<file path="config.mk">
export PLATFORM = sky130hd
export DESIGN_NAME = digit_glyph_rd
export DESIGN_NICKNAME = d
export VERILOG_FILES = /design/src/rtl/digit_glyph_rd.sv
export SDC_FILE = /design/constraint.sdc
export NUM_CORES = 1
export LEC_CHECK = 0
export BUFFER_PORTS_ARGS = -buffer_cell sky130_fd_sc_hd__buf_4
export CAP_MARGIN = 20
export CORE_AREA = 2 2 64 48
export DETAILED_ROUTE_END_ITERATION = 7
export DIE_AREA = 0 0 66 50
export PLACE_DENSITY = 0.84
export SLEW_MARGIN = 20
export SYNTH_ARGS = -nofsm -noshare
export SYNTH_HDL_FRONTEND = slang
export SYNTH_SLANG_ARGS = --single-unit
</file>
<file path="constraint.sdc">
create_clock -name clk -period 4.3 [get_ports clk]
set_input_delay 0.215 -clock clk [delete_from_list [all_inputs] [get_ports clk]]
set_output_delay 0.215 -clock clk [all_outputs]
set_load 0.02 [all_outputs]
</file>
<file path="src/rtl/digit_glyph_rd.sv">
// digit_glyph_rd: renders one BCD digit as a 5x7 glyph, streaming one pixel per
// handshake in raster order to a downstream LED matrix writer at (X_OFF, Y_OFF).
module digit_glyph_rd #(
    parameter int unsigned X_OFF = 0,
    parameter int unsigned Y_OFF = 0
) (
    input  logic       clk,
    input  logic       rst,
    input  logic       digit_valid,
    input  logic [3:0] digit,
    output logic       digit_ready,
    output logic       pix_valid,
    input  logic       pix_ready,
    output logic [3:0] pix_row,
    output logic [4:0] pix_col,
    output logic       pix_on,
    output logic       glyph_done
);

    typedef enum logic [1:0] {
        StIdle,
        StScan,
        StDone
    } state_t;

    localparam logic [2:0] LastRow = 3'd6;
    localparam logic [2:0] LastCol = 3'd4;

    state_t     r_state;
    logic [3:0] r_digit;
    logic [2:0] r_row;
    logic [2:0] r_col;
    logic       r_ready;
    logic       r_pix_valid;
    logic       r_done;

    logic [4:0] w_font_row;
    logic [2:0] w_bit_idx;

    // 5-bit font row for a digit; the leftmost glyph column is the MSB.
    // Non-BCD codes render blank.
    function automatic logic [4:0] font_row(input logic [3:0] d, input logic [2:0] r);
        logic [34:0] glyph;
        logic [4:0]  row_bits;
        unique case (d)
            4'd0:    glyph = {5'h0E, 5'h11, 5'h13, 5'h15, 5'h19, 5'h11, 5'h0E};
            4'd1:    glyph = {5'h04, 5'h0C, 5'h04, 5'h04, 5'h04, 5'h04, 5'h0E};
            4'd2:    glyph = {5'h0E, 5'h11, 5'h01, 5'h02, 5'h04, 5'h08, 5'h1F};
            4'd3:    glyph = {5'h1F, 5'h02, 5'h04, 5'h02, 5'h01, 5'h11, 5'h0E};
            4'd4:    glyph = {5'h02, 5'h06, 5'h0A, 5'h12, 5'h1F, 5'h02, 5'h02};
            4'd5:    glyph = {5'h1F, 5'h10, 5'h1E, 5'h01, 5'h01, 5'h11, 5'h0E};
            4'd6:    glyph = {5'h06, 5'h08, 5'h10, 5'h1E, 5'h11, 5'h11, 5'h0E};
            4'd7:    glyph = {5'h1F, 5'h01, 5'h02, 5'h04, 5'h08, 5'h08, 5'h08};
            4'd8:    glyph = {5'h0E, 5'h11, 5'h11, 5'h0E, 5'h11, 5'h11, 5'h0E};
            4'd9:    glyph = {5'h0E, 5'h11, 5'h11, 5'h0F, 5'h01, 5'h02, 5'h0C};
            default: glyph = '0;
        endcase
        unique case (r)
            3'd0:    row_bits = glyph[34:30];
            3'd1:    row_bits = glyph[29:25];
            3'd2:    row_bits = glyph[24:20];
            3'd3:    row_bits = glyph[19:15];
            3'd4:    row_bits = glyph[14:10];
            3'd5:    row_bits = glyph[9:5];
            3'd6:    row_bits = glyph[4:0];
            default: row_bits = '0;
        endcase
        return row_bits;
    endfunction

    // Pixel value looked up from the latched digit and current scan position.
    always_comb begin
        w_font_row = font_row(r_digit, r_row);
        w_bit_idx  = LastCol - r_col;
    end

    assign pix_on      = w_font_row[w_bit_idx];
    assign pix_row     = 4'(Y_OFF) + 4'(r_row);
    assign pix_col     = 5'(X_OFF) + 5'(r_col);
    assign digit_ready = r_ready;
    assign pix_valid   = r_pix_valid;
    assign glyph_done  = r_done;

    // Control FSM: accept a digit, raster-scan 35 pixels, pulse done, return to idle.
    always_ff @(posedge clk or negedge rst) begin
        if (!rst) begin
            r_state     <= StIdle;
            r_digit     <= 4'd0;
            r_row       <= 3'd0;
            r_col       <= 3'd0;
            r_ready     <= 1'b1;
            r_pix_valid <= 1'b0;
            r_done      <= 1'b0;
        end else begin
            unique case (r_state)
                StIdle: begin
                    if (digit_valid) begin
                        r_digit     <= digit;
                        r_row       <= 3'd0;
                        r_col       <= 3'd0;
                        r_ready     <= 1'b0;
                        r_pix_valid <= 1'b1;
                        r_state     <= StScan;
                    end
                end
                StScan: begin
                    // Position moves only when the writer takes the pixel.
                    if (pix_ready) begin
                        if (r_col == LastCol) begin
                            r_col <= 3'd0;
                            if (r_row == LastRow) begin
                                r_row       <= 3'd0;
                                r_pix_valid <= 1'b0;
                                r_done      <= 1'b1;
                                r_state     <= StDone;
                            end else begin
                                r_row <= r_row + 3'd1;
                            end
                        end else begin
                            r_col <= r_col + 3'd1;
                        end
                    end
                end
                StDone: begin
                    r_done  <= 1'b0;
                    r_ready <= 1'b1;
                    r_state <= StIdle;
                end
                default: begin
                    r_ready     <= 1'b1;
                    r_pix_valid <= 1'b0;
                    r_done      <= 1'b0;
                    r_state     <= StIdle;
                end
            endcase
        end
    end

endmodule
</file>
# Word-level counts from Yosys, hierarchy flattened
# Memories as Yosys holds them, arrays and structs flattened.
# Cells that the tools add are included.
# totals
memories	1
regBits	15
rom_bits	560
inputBits	8
out_inout_bits	13
# classes
order_cmp	1
n_eq_ne	13
muxes	27
reduce_logical	10
addsub	3
bitwise_logic	3
# memory_table
memory	words	width	rd	rd_ports_with_merged_regs	wr	line	text
(name not given)	16	35	1	0	0	45	unique case (d)
# op_table
operator	n
$pmux W5 S7	1
$mux W3	6
$eq A3 B3 Y1 const B	4
$pmux W3 S2	2
$reduce_and A4 Y1	3
$mux W1	9
$mux W2	4
$ne A2 B2 Y1 const B	4
$add A3 B1 Y3 const B	2
$eq A3 B2 Y1 const B	2
$reduce_and A5 Y1	1
$lt A3 B4 Y1 const B	1
$pmux W1 S2	2
$pmux W2 S2	1
$reduce_and A2 Y1	2
$bmux W1 S3	1
$eq A3 B1 Y1 const B	1
$logic_not A3 Y1	1
$not A1 Y1	3
$pmux W1 S3	1
$reduce_and A3 Y1	1
$sub A3 B3 Y3 const A	1
$eq A2 B1 Y1 const B	1
$eq A2 B2 Y1 const B	1
other kinds (2)	2

# Depth between registers and ports, before layout
# Gate-level depths: netlist of run 1.
# depth
depth_word	5
ltp_mapped	10
mapped_depth_nobuf	8

# Worst setup path before layout of run 1
# OpenSTA, ideal clock, no wires.
# synth_timing
path_type	flip-flop to output port
startpoint	register r_row[1]
endpoint	output pix_on
setup_slack_ns	1.935
stages_incl_launch_ff	11
t_arrival_ns	2.150
n_path_buf	2
path_cell_list	dfrtp_1 > buf_2 > nand2_1 > inv_1 > ha_1 > clkbuf_1 > nor2_1 > o22ai_1 > a21oi_1 > a2111oi_2 > o211a_1
# synth_via
elab_chain_len	4
# synth_rtl
element	line	text
start: declaration	31	logic [2:0] r_row;
start signal: assignment	117	r_row <= r_row + 3'd1;
$eq A3 B3 Y1, or another cell as far along	58	unique case (r)
$pmux W5 S7 (*)	58	
$bmux W1 S3 (*)	77	assign pix_on = w_font_row[w_bit_idx];
$mux W1 (implied by the code) (*)	77	
end: declaration	16	output logic pix_on,
# Every way passes the cells marked *; elsewhere a longest branch is shown, timed or not. The select of a mux whose other input is x is not followed.

# Final worst setup path of run 1
# layout_timing
startpoint	register r_digit[2]
endpoint	output pix_on
# layout_via
elab_chain_len	4
# layout_rtl
element	line	text
start: declaration	30	logic [3:0] r_digit;
start signal: assignment	98	r_digit <= digit;
$mem_v2 Z16 W35	--	
$pmux W5 S7	58	
$bmux W1 S3	77	
$mux W1 (implied by the code)	77	
# Every way passes these cells. The select of a mux whose other input is x is not followed.

==> results of run 1 <==
## path summary, 6_finish.rpt
check	start	to	slack, ps	cells after the start
max	r_digit[2]$_DFFE_PN0P_	pix_on	1010	9
min	digit[0]	r_digit[0]$_DFFE_PN0P_	160	3
max reg2reg	r_col[0]$_DFFE_PN0P_	r_row[1]$_DFFE_PN0P_	2540	8
min reg2reg	digit_ready$_DFFE_PN1P_	digit_ready$_DFFE_PN1P_	490	2
max in group asynchronous	rst	digit_ready$_DFFE_PN1P_	3680	2
min in group asynchronous	rst	pix_valid$_DFFE_PN0P_	370	2
## area by class of cell
class	count	area share, %
clock inverters	1	0.301
well taps	36	2.71
flip-flops and latches	15	22.7
multi-input cells	149	59.9
inverters	16	3.62
repair buffers	18	8.29
clock buffers	3	2.49
## kinds of logic after synthesis
family,share of synthesized area [%]
multiplexers,2.96
XOR/XNOR,0.576
flip-flops,24.8
AO/OA/AOI/OAI,28.3
adder cells (fa/ha/maj),9.87
buffers and inverters,10.7
other,0.246
AND/OR/NAND/NOR,22.6
## synthesized netlist by cell type, types with 2 or more instances
| cell type | count |
|---|---|
| nor4_1 | 3 |
| o211ai_1 | 2 |
| o21ai_1 | 2 |
| inv_1 | 16 |
| o21ai_0 | 14 |
| nand2_1 | 22 |
| nor2_1 | 11 |
| a32oi_1 | 3 |
| a211oi_1 | 2 |
| buf_2 | 4 |
| nand2b_1 | 13 |
| dfrtp_1 | 14 |
| nor2b_1 | 5 |
| nand3_1 | 4 |
| o211a_1 | 2 |
| a32o_1 | 2 |
| o22ai_1 | 4 |
| o32ai_1 | 2 |
| clkbuf_1 | 2 |
| a211o_1 | 2 |
| mux2i_1 | 3 |
| buf_4 | 4 |
| ha_1 | 12 |
| buf_6 | 4 |
| a21oi_1 | 15 |
## layer usage
layer / vias to the layer above / part of all wire [%] / global-route usage (%)
met4: 0 / 1.1 / 6.12
met1: 663 / 46 / 39.8
met3: 10 / 7.9 / 6.39
met5: - / 0 / 0
met2: 68 / 45 / 37.5
li1: 703 / - / -
## registers in the layout, summed over array words and instances (netlist names)
register     count
digit_ready      1
glyph_done       1
pix_valid        1
r_col            3
r_digit          4
r_row            3
r_state          2
## power by group
part	switching [mW]	internal, mW
Sequential	0.151	0.200
Clock	0.0508	0.0643
Combinational	0.540	0.398
Total	0.742	0.662
## repair_timing
| action | 4_1_cts | 5_1_grt |
|---|---|---|
| setup buffers | 0 | 0 |
| hold endpoints to repair | 14 | 0 |
| hold buffers | 1 | 0 |
| endpoints found under the setup margin | 0 | 0 |
## critical path, delay by kind of cell (launching register included)
family | cells | cell delay [ps]
adder cells (fa/ha/maj) | 1 | 300
flip-flops | 1 | 890
buffers and inverters | 2 | 420
AND/OR/NAND/NOR | 3 | 760
AO/OA/AOI/OAI | 3 | 440
## stage by stage
step	setup WS, ps	util, %	total power, mW	cell area (um^2)
after floorplan	1930	-	1.04	1530
after global placement	1360	59.6	1.26	1600
after detailed placement	1380	59.6	1.27	1600
after CTS	1100	61.7	1.39	1660
after global routing	863	61.9	1.53	1660
final	1010	61.9	1.40	1660
==> metrics.yaml, run 1 <==
synthesis:
  yosys.area.top_type: "dfrtp_1"
  yosysTopAreaCellShare_pct: 23.0
  synth-main-ff-cell: "dfrtp_1"
  synth-edff-count: 0
  async_flop_share_pct: 100
  synthCells: 192
  ys_seq_elements: 15
  syn_area_mm2: 0.00152
  synth_area_leaders: "dfrtp_1 (23%), ha_1 (9.9%), nand2_1 (5.4%)"
  ys_seq_area_share_pct: 24.8
  postSynthAreaPerCell_um2: 7.92
  ys_warn_count: 0
  synth_cell_types: 50
pwr:
  ir_worst_vdd_uv: 440
  powerDensity_mw_per_mm2: 846
  leakagePower_nw: 0.762
cells_and_area:
  final_common_cell: "nand2_1"
  stdcell_count: 238
  nets: 223
  num_antenna_cells: 0
  layout_common_cells: "nand2_1 (22), buf_4 (17), inv_1 (16)"
  multi_input_area_um2: 995
  drive_gt1_share_pct: 13.9
  fill_cells: 251
  syn_to_final_growth_pct: 9.13
  seq_area_um2: 377
sta:
  hold_slack_ps: 163
  finalSetupViolCount: 0
  fin_crit_ps: 3290
  clock_skew_ps: 1.77
  max_freq_mhz: 304
  max-slew-margin-rel_pct: 43.8
  tightest_slew_ps: 843
  maxSlewViolCount: 0
  period_share_pct: 76.4
  finalSetupTns_ps: 0
  hold_viol_final: 0
  rsz0062_at_grt: "false"
flow_run:
  maxCapViolCount: 0
clock_tree:
  clk_pin_slew_ps: 60
  cts_buffer_depth: 2
  cts.sinks: 15
  cts_tree: "done"
  post_cts_resized: 0
  clk_latency_ps: 250
  cts_root_buf: "clkbuf_8"
  cts_made_buffers: 3
  h-tree-depth: 1
global_route:
  gr-total-overflow: 0
  track_usage_pct: 26.3
  grt_max_degree: 28
  grt_pass1_vias: 1305
  grt_pass1_wl_mm: 6.56
  antenna_found_initial: 0
floorplan:
  die_h_um: 50
  start_util_pct: 56.7
  ios: 21
  die_w_um: 66
  core-area_mm2: 0.00268
  dieArea_mm2: 0.00330
  row_count: 16
route:
  drt_iter0_drc: 217
  finalWirelength_mm: 3.96
  dr.pass1.iters: 6
  drt-wirelength-per-cell_um: 16.6
  ant_nets: 0
  num_vias: 1444
  vias_per_cell: 6.07
  drcViolationCount: 0
placed_design:
  gp_congestion: 1.00
  post-place-cells: 233
  portBuffers: 17
  dp_hpwl_mm: 3.03
critical_path:
  critPathArrivalTime_ps: 3070
  worstPathRequired_ps: 4090
  worstSetupPathType: "flop to output port"
  path_cells: "inv_1 -> ha_1 -> nand2b_1 -> nand3b_1 -> o211ai_1 -> nor4_1 -> a21oi_1 -> o211a_1 -> buf_4"
  cp_max_fo: 27
  max_stage_delay_ps: 890
  cp-end-kind: "output port"
  slowest_stage: "dfrtp_1"
  critPathLaunchType: "flop"
outcome:
  status: "finished, final reports clean"
worst_hold_path:
  hold_path_class: "input port to flop"
Note: power is estimated with default switching activity, not from simulation.
==> run 2, diff against run 1 <==
--- a/config.mk
+++ b/config.mk
@@ -7,10 +7,10 @@
 export LEC_CHECK = 0
 export BUFFER_PORTS_ARGS = -buffer_cell sky130_fd_sc_hd__buf_4
 export CAP_MARGIN = 20
-export CORE_AREA = 2 2 64 48
+export CORE_AREA = 2 2 68 51
 export DETAILED_ROUTE_END_ITERATION = 7
-export DIE_AREA = 0 0 66 50
-export PLACE_DENSITY = 0.84
+export DIE_AREA = 0 0 70 53
+export PLACE_DENSITY = 0.79
 export SLEW_MARGIN = 20
 export SYNTH_ARGS = -nofsm -noshare
 export SYNTH_HDL_FRONTEND = slang
==> constraint.sdc (replaced) <==
create_clock -name clk -period 2.8 [get_ports clk]
set_input_delay 0.14 -clock clk [delete_from_list [all_inputs] [get_ports clk]]
set_output_delay 0.14 -clock clk [all_outputs]
set_load 0.02 [all_outputs]
==> metrics.yaml, run 2 (synthesis results as in run 1) <==
route:
  dr.pass1.iters: 5
  drcViolationCount: 0
  drt-wirelength-per-cell_um: 16.1
  drt_iter0_drc: 317
  routed.top_layer: "met4"
  num_vias: 1518
  vias_per_cell: 6.20
  wl_met3_um: 374
  ant_nets: 0
  routedLengthMet1_mm: 1.93
  finalWirelength_mm: 3.95
  wl_met2_mm: 1.61
clock_tree:
  cts_made_buffers: 3
  cts_tree: "done"
  cts_buffer_depth: 2
  h-tree-depth: 1
  cts.sinks: 15
  clk_pin_slew_ps: 70
  clk_latency_ps: 260
  cts_root_buf: "clkbuf_8"
floorplan:
  ios: 21
  dieArea_mm2: 0.00371
  die_h_um: 53
  die_w_um: 70
  core-area_mm2: 0.00302
  row_count: 17
  start_util_pct: 50.4
global_route:
  grt_max_degree: 27
  gr-total-overflow: 0
  grt_pass1_vias: 1267
  track_usage_pct: 22.1
  grt_pass1_wl_mm: 6.39
  antenna_found_initial: 0
sta:
  rsz0062_at_grt: "false"
  clock_skew_ps: 4.67
  max-slew-margin-rel_pct: 59.2
  tightest_slew_ps: 612
  hold_viol_final: 0
  finalSetupTns_ps: 0
  finalSetupViolCount: 0
  fin_crit_ps: 2670
  maxSlewViolCount: 0
  hold_slack_ps: 87.8
  period_share_pct: 95.5
  max_freq_mhz: 374
pwr:
  ir_worst_vdd_uv: 617
  leakagePower_nw: 0.780
  powerDensity_mw_per_mm2: 1310
cells_and_area:
  nets: 228
  largest_register_ff_count: 4
  reg.largest.list: "r_digit x4, r_col x3, r_row x3"
  num_antenna_cells: 0
  syn_to_final_growth_pct: 12.5
  top_register: "r_digit"
  drive_gt1_share_pct: 16.9
  utilization_pct: 56.7
  fill_cells: 271
  layout_common_cells: "nand2_1 (22), buf_4 (22), inv_1 (15), a21oi_1 (15), o21ai_0 (14)"
flow_run:
  maxCapViolCount: 0
placed_design:
  dp_hpwl_mm: 2.83
  portBuffers: 17
  gp_congestion: 1.04
worst_hold_path:
  hold_depth: 3
  worstHoldStart: "digit[2]"
  hold_path_class: "input port to flop"
critical_path:
  critPathLaunchType: "flop"
  regToRegStartpoint: "r_col[0]$_DFFE_PN0P_"
  crit_start: "r_digit[0]$_DFFE_PN0P_"
  cp_max_fo: 10
  worstSetupPathType: "flop to output port"
  cp-end-kind: "output port"
  critPathArrivalTime_ps: 2530
  worstPathRequired_ps: 2660
  r2r_cells: 8
outcome:
  status: "finished, final reports clean"
run 2: final timing paths:
path                                           end  slack, ps
setup / recovery                            pix_on        130
hold / removal              r_digit[2]$_DFFE_PN0P_         90
setup reg to reg              r_row[1]$_DFFE_PN0P_       1020
hold reg to reg            digit_ready$_DFFE_PN1P_        490
max in group asynchronous  digit_ready$_DFFE_PN1P_       2290
min in group asynchronous   r_state[0]$_DFFE_PN0P_        260
run 2: layer usage:
layer | track usage (%) | up-vias
li1 | - | 708
met1 | 34.7 | 693
met2 | 32.2 | 109
met3 | 2.86 | 8
met4 | 3.85 | 0
met5 | 0 | -
run 2: what timing repair did:
item,4_1_cts,5_1_grt
endpoints found under the setup margin,1,1
hold buffers,1,0
pin swaps,0,0
buffers inserted,0,0
gates resized for setup,1,3
endpoints found under the hold margin,15,0
run 2: final cells by class:
cell class | instances | area (um^2) | area share [%]
sequential | 15 | 378 | 22.1
tap | 38 | 47.5 | 2.78
inverter | 16 | 60.1 | 3.51
clock inverter | 1 | 7.51 | 0.439
clock buffer | 3 | 41.3 | 2.41
multi-input combinational | 149 | 1000 | 58.6
timing repair buffer | 23 | 175 | 10.2
run 2: power by group:
group / switching [mW] / total (mW) / internal [mW]
registers: 0.152 / 0.463 / 0.311
clock network: 0.0890 / 0.189 / 0.100
logic: 0.929 / 1.60 / 0.670
total: 1.17 / 2.25 / 1.08
run 2: through the flow:
stage	total power [mW]	area, um^2	worst slack, ps	cells
3_5_place_dp	1.97	1640	253	240
6_report	2.25	1710	125	245
4_1_cts	2.17	1700	0.653	245
5_1_grt	2.41	1710	14.4	245
3_3_place_gp	1.96	1640	366	240
2_1_floorplan	1.60	1530	510	194
run 2: worst max-delay path, cell delays in order, from the launching register on:
cell       delay [ps]
dfrtp_2           450
inv_1             130
ha_4              340
nand2b_1           80
a211o_1           310
o21ai_1           180
a21oi_1            80
a2111oi_2         370
o211a_1           200
buf_4             130
==> run 3, diff against run 2 <==
--- a/config.mk
+++ b/config.mk
@@ -7,10 +7,11 @@
 export LEC_CHECK = 0
 export BUFFER_PORTS_ARGS = -buffer_cell sky130_fd_sc_hd__buf_4
 export CAP_MARGIN = 20
-export CORE_AREA = 2 2 68 51
+export CORE_AREA = 2 2 67 50
+export CTS_BUF_LIST = sky130_fd_sc_hd__clkbuf_8
 export DETAILED_ROUTE_END_ITERATION = 7
-export DIE_AREA = 0 0 70 53
-export PLACE_DENSITY = 0.79
+export DIE_AREA = 0 0 69 52
+export PLACE_DENSITY = 0.81
 export SLEW_MARGIN = 20
 export SYNTH_ARGS = -nofsm -noshare
 export SYNTH_HDL_FRONTEND = slang
==> metrics.yaml, run 3 (synthesis results as in run 1) <==
global_route:
  gr-total-overflow: 0
  track_usage_pct: 22.6
  antenna_found_initial: 0
  grt_max_degree: 27
  grt_pass1_vias: 1299
  grt_pass1_wl_mm: 6.40
sta:
  maxSlewViolCount: 0
  clock_skew_ps: 0.467
  rsz0062_at_grt: "false"
  tightest_slew_ps: 611
  finalSetupTns_ps: 0
  fin_crit_ps: 2620
  max_freq_mhz: 381
  max-slew-margin-rel_pct: 59.3
  finalSetupViolCount: 0
  hold_slack_ps: 84.8
  hold_viol_final: 0
  period_share_pct: 93.7
critical_path:
  worstSetupPathType: "flop to output port"
  max_stage_delay_ps: 440
  critPathLaunchType: "flop"
  path_cells: "inv_2 -> ha_4 -> nand2b_1 -> a211o_1 -> o21ai_1 -> a21oi_1 -> a2111oi_2 -> o211a_1 -> buf_4"
  critPathArrivalTime_ps: 2480
  slowest_stage: "dfrtp_1"
  worstPathRequired_ps: 2660
  cp-end-kind: "output port"
  cp_max_fo: 7
flow_run:
  maxCapViolCount: 0
floorplan:
  die_w_um: 69
  die_h_um: 52
  dieArea_mm2: 0.00359
  row_count: 17
  core-area_mm2: 0.00298
  ios: 21
  start_util_pct: 51.1
route:
  drt_iter0_drc: 251
  vias_per_cell: 6.10
  num_vias: 1506
  ant_nets: 0
  drcViolationCount: 0
  dr.pass1.iters: 4
  drt-wirelength-per-cell_um: 15.9
  finalWirelength_mm: 3.92
clock_tree:
  clk_latency_ps: 250
  h-tree-depth: 1
  cts_buffer_depth: 2
  cts_root_buf: "clkbuf_8"
  cts_made_buffers: 3
  clk_pin_slew_ps: 70
  cts.sinks: 15
  cts_tree: "done"
cells_and_area:
  num_antenna_cells: 0
  nets: 230
  top_register: "r_digit"
  layout_common_cells: "buf_4 (24), nand2_1 (22), inv_1 (15), a21oi_1 (15), o21ai_0 (14)"
  fill_cells: 272
  syn_to_final_growth_pct: 13.5
  largest_register_ff_count: 4
  final_common_cell: "buf_4"
  reg.largest.list: "r_digit x4, r_col x3, r_row x3"
  drive_gt1_share_pct: 17.7
pwr:
  ir_worst_vdd_uv: 632
  leakagePower_nw: 0.789
  powerDensity_mw_per_mm2: 1310
placed_design:
  dp_hpwl_mm: 2.87
  portBuffers: 17
  gp_congestion: 1.03
worst_hold_path:
  hold_path_class: "input port to flop"
outcome:
  status: "finished, final reports clean"
run 3: cell types whose count changed in the layout (fill, tap and decap cells not counted):
cell and change:
buf_4 +2
run 3: critical path, delay by kind of cell, from the launching register on:
family / cells / cell delay [ps]
buffers and inverters: 2 / 250
flip-flops: 1 / 440
AND/OR/NAND/NOR: 1 / 80
adder cells (fa/ha/maj): 1 / 340
AO/OA/AOI/OAI: 5 / 1120
run 3: final cells by class:
| type | instances | area [um^2] | area share (%) |
|---|---|---|---|
| timing repair buffer | 25 | 190 | 11.0 |
| clock inverter | 1 | 7.51 | 0.435 |
| multi-input combinational | 149 | 1000 | 58.0 |
| inverter | 16 | 60.1 | 3.48 |
| clock buffer | 3 | 41.3 | 2.39 |
| tap | 38 | 47.5 | 2.75 |
| sequential | 15 | 378 | 21.9 |
run 3: routing by layer:
metal,routed length (um),global-route usage (%),up-vias
met4,23,5.88,0
met1,1880,33.4,697
met5,0,0,-
met3,412,3.88,2
met2,1610,34.1,91
li1,-,-,716
run 3: worst paths after layout:
path | start | to | slack, ps | depth (start not counted)
max | r_digit[1]$_DFFE_PN0P_ | pix_on | 180 | 9
min | digit[3] | r_digit[3]$_DFFE_PN0P_ | 80 | 3
max reg2reg | r_col[0]$_DFFE_PN0P_ | r_row[1]$_DFFE_PN0P_ | 1050 | 8
min reg2reg | digit_ready$_DFFE_PN1P_ | digit_ready$_DFFE_PN1P_ | 490 | 2
max in group asynchronous | rst | digit_ready$_DFFE_PN1P_ | 2270 | 2
min in group asynchronous | rst | r_row[2]$_DFFE_PN0P_ | 280 | 2
run 3: where the power goes:
group	switching [mW]	total, mW	internal [mW]	leakage, nW
combinational	0.921	1.61	0.686	0.590
sequential	0.153	0.463	0.311	0.176
clock	0.0902	0.190	0.100	0.0217
total	1.16	2.26	1.10	0.789
run 3: timing repair:
item | CTS | global route
cloned | 0 | 0
gates resized for setup | 1 | 3
endpoints found under the hold margin | 15 | 0
hold buffers | 1 | 0
setup buffers | 0 | 2
endpoints found under the setup margin | 1 | 1
run 3: through the flow:
step	power (mW)	utilization, %	instances	cell area [um^2]	setup WS, ps
global placement	1.95	55.0	240	1640	366
global route	2.44	58.0	247	1730	2.00
finish	2.26	58.0	247	1730	176
detailed placement	1.96	55.0	240	1640	275
floorplan	1.60	-	194	1530	510
CTS	2.16	57.1	245	1700	12.2
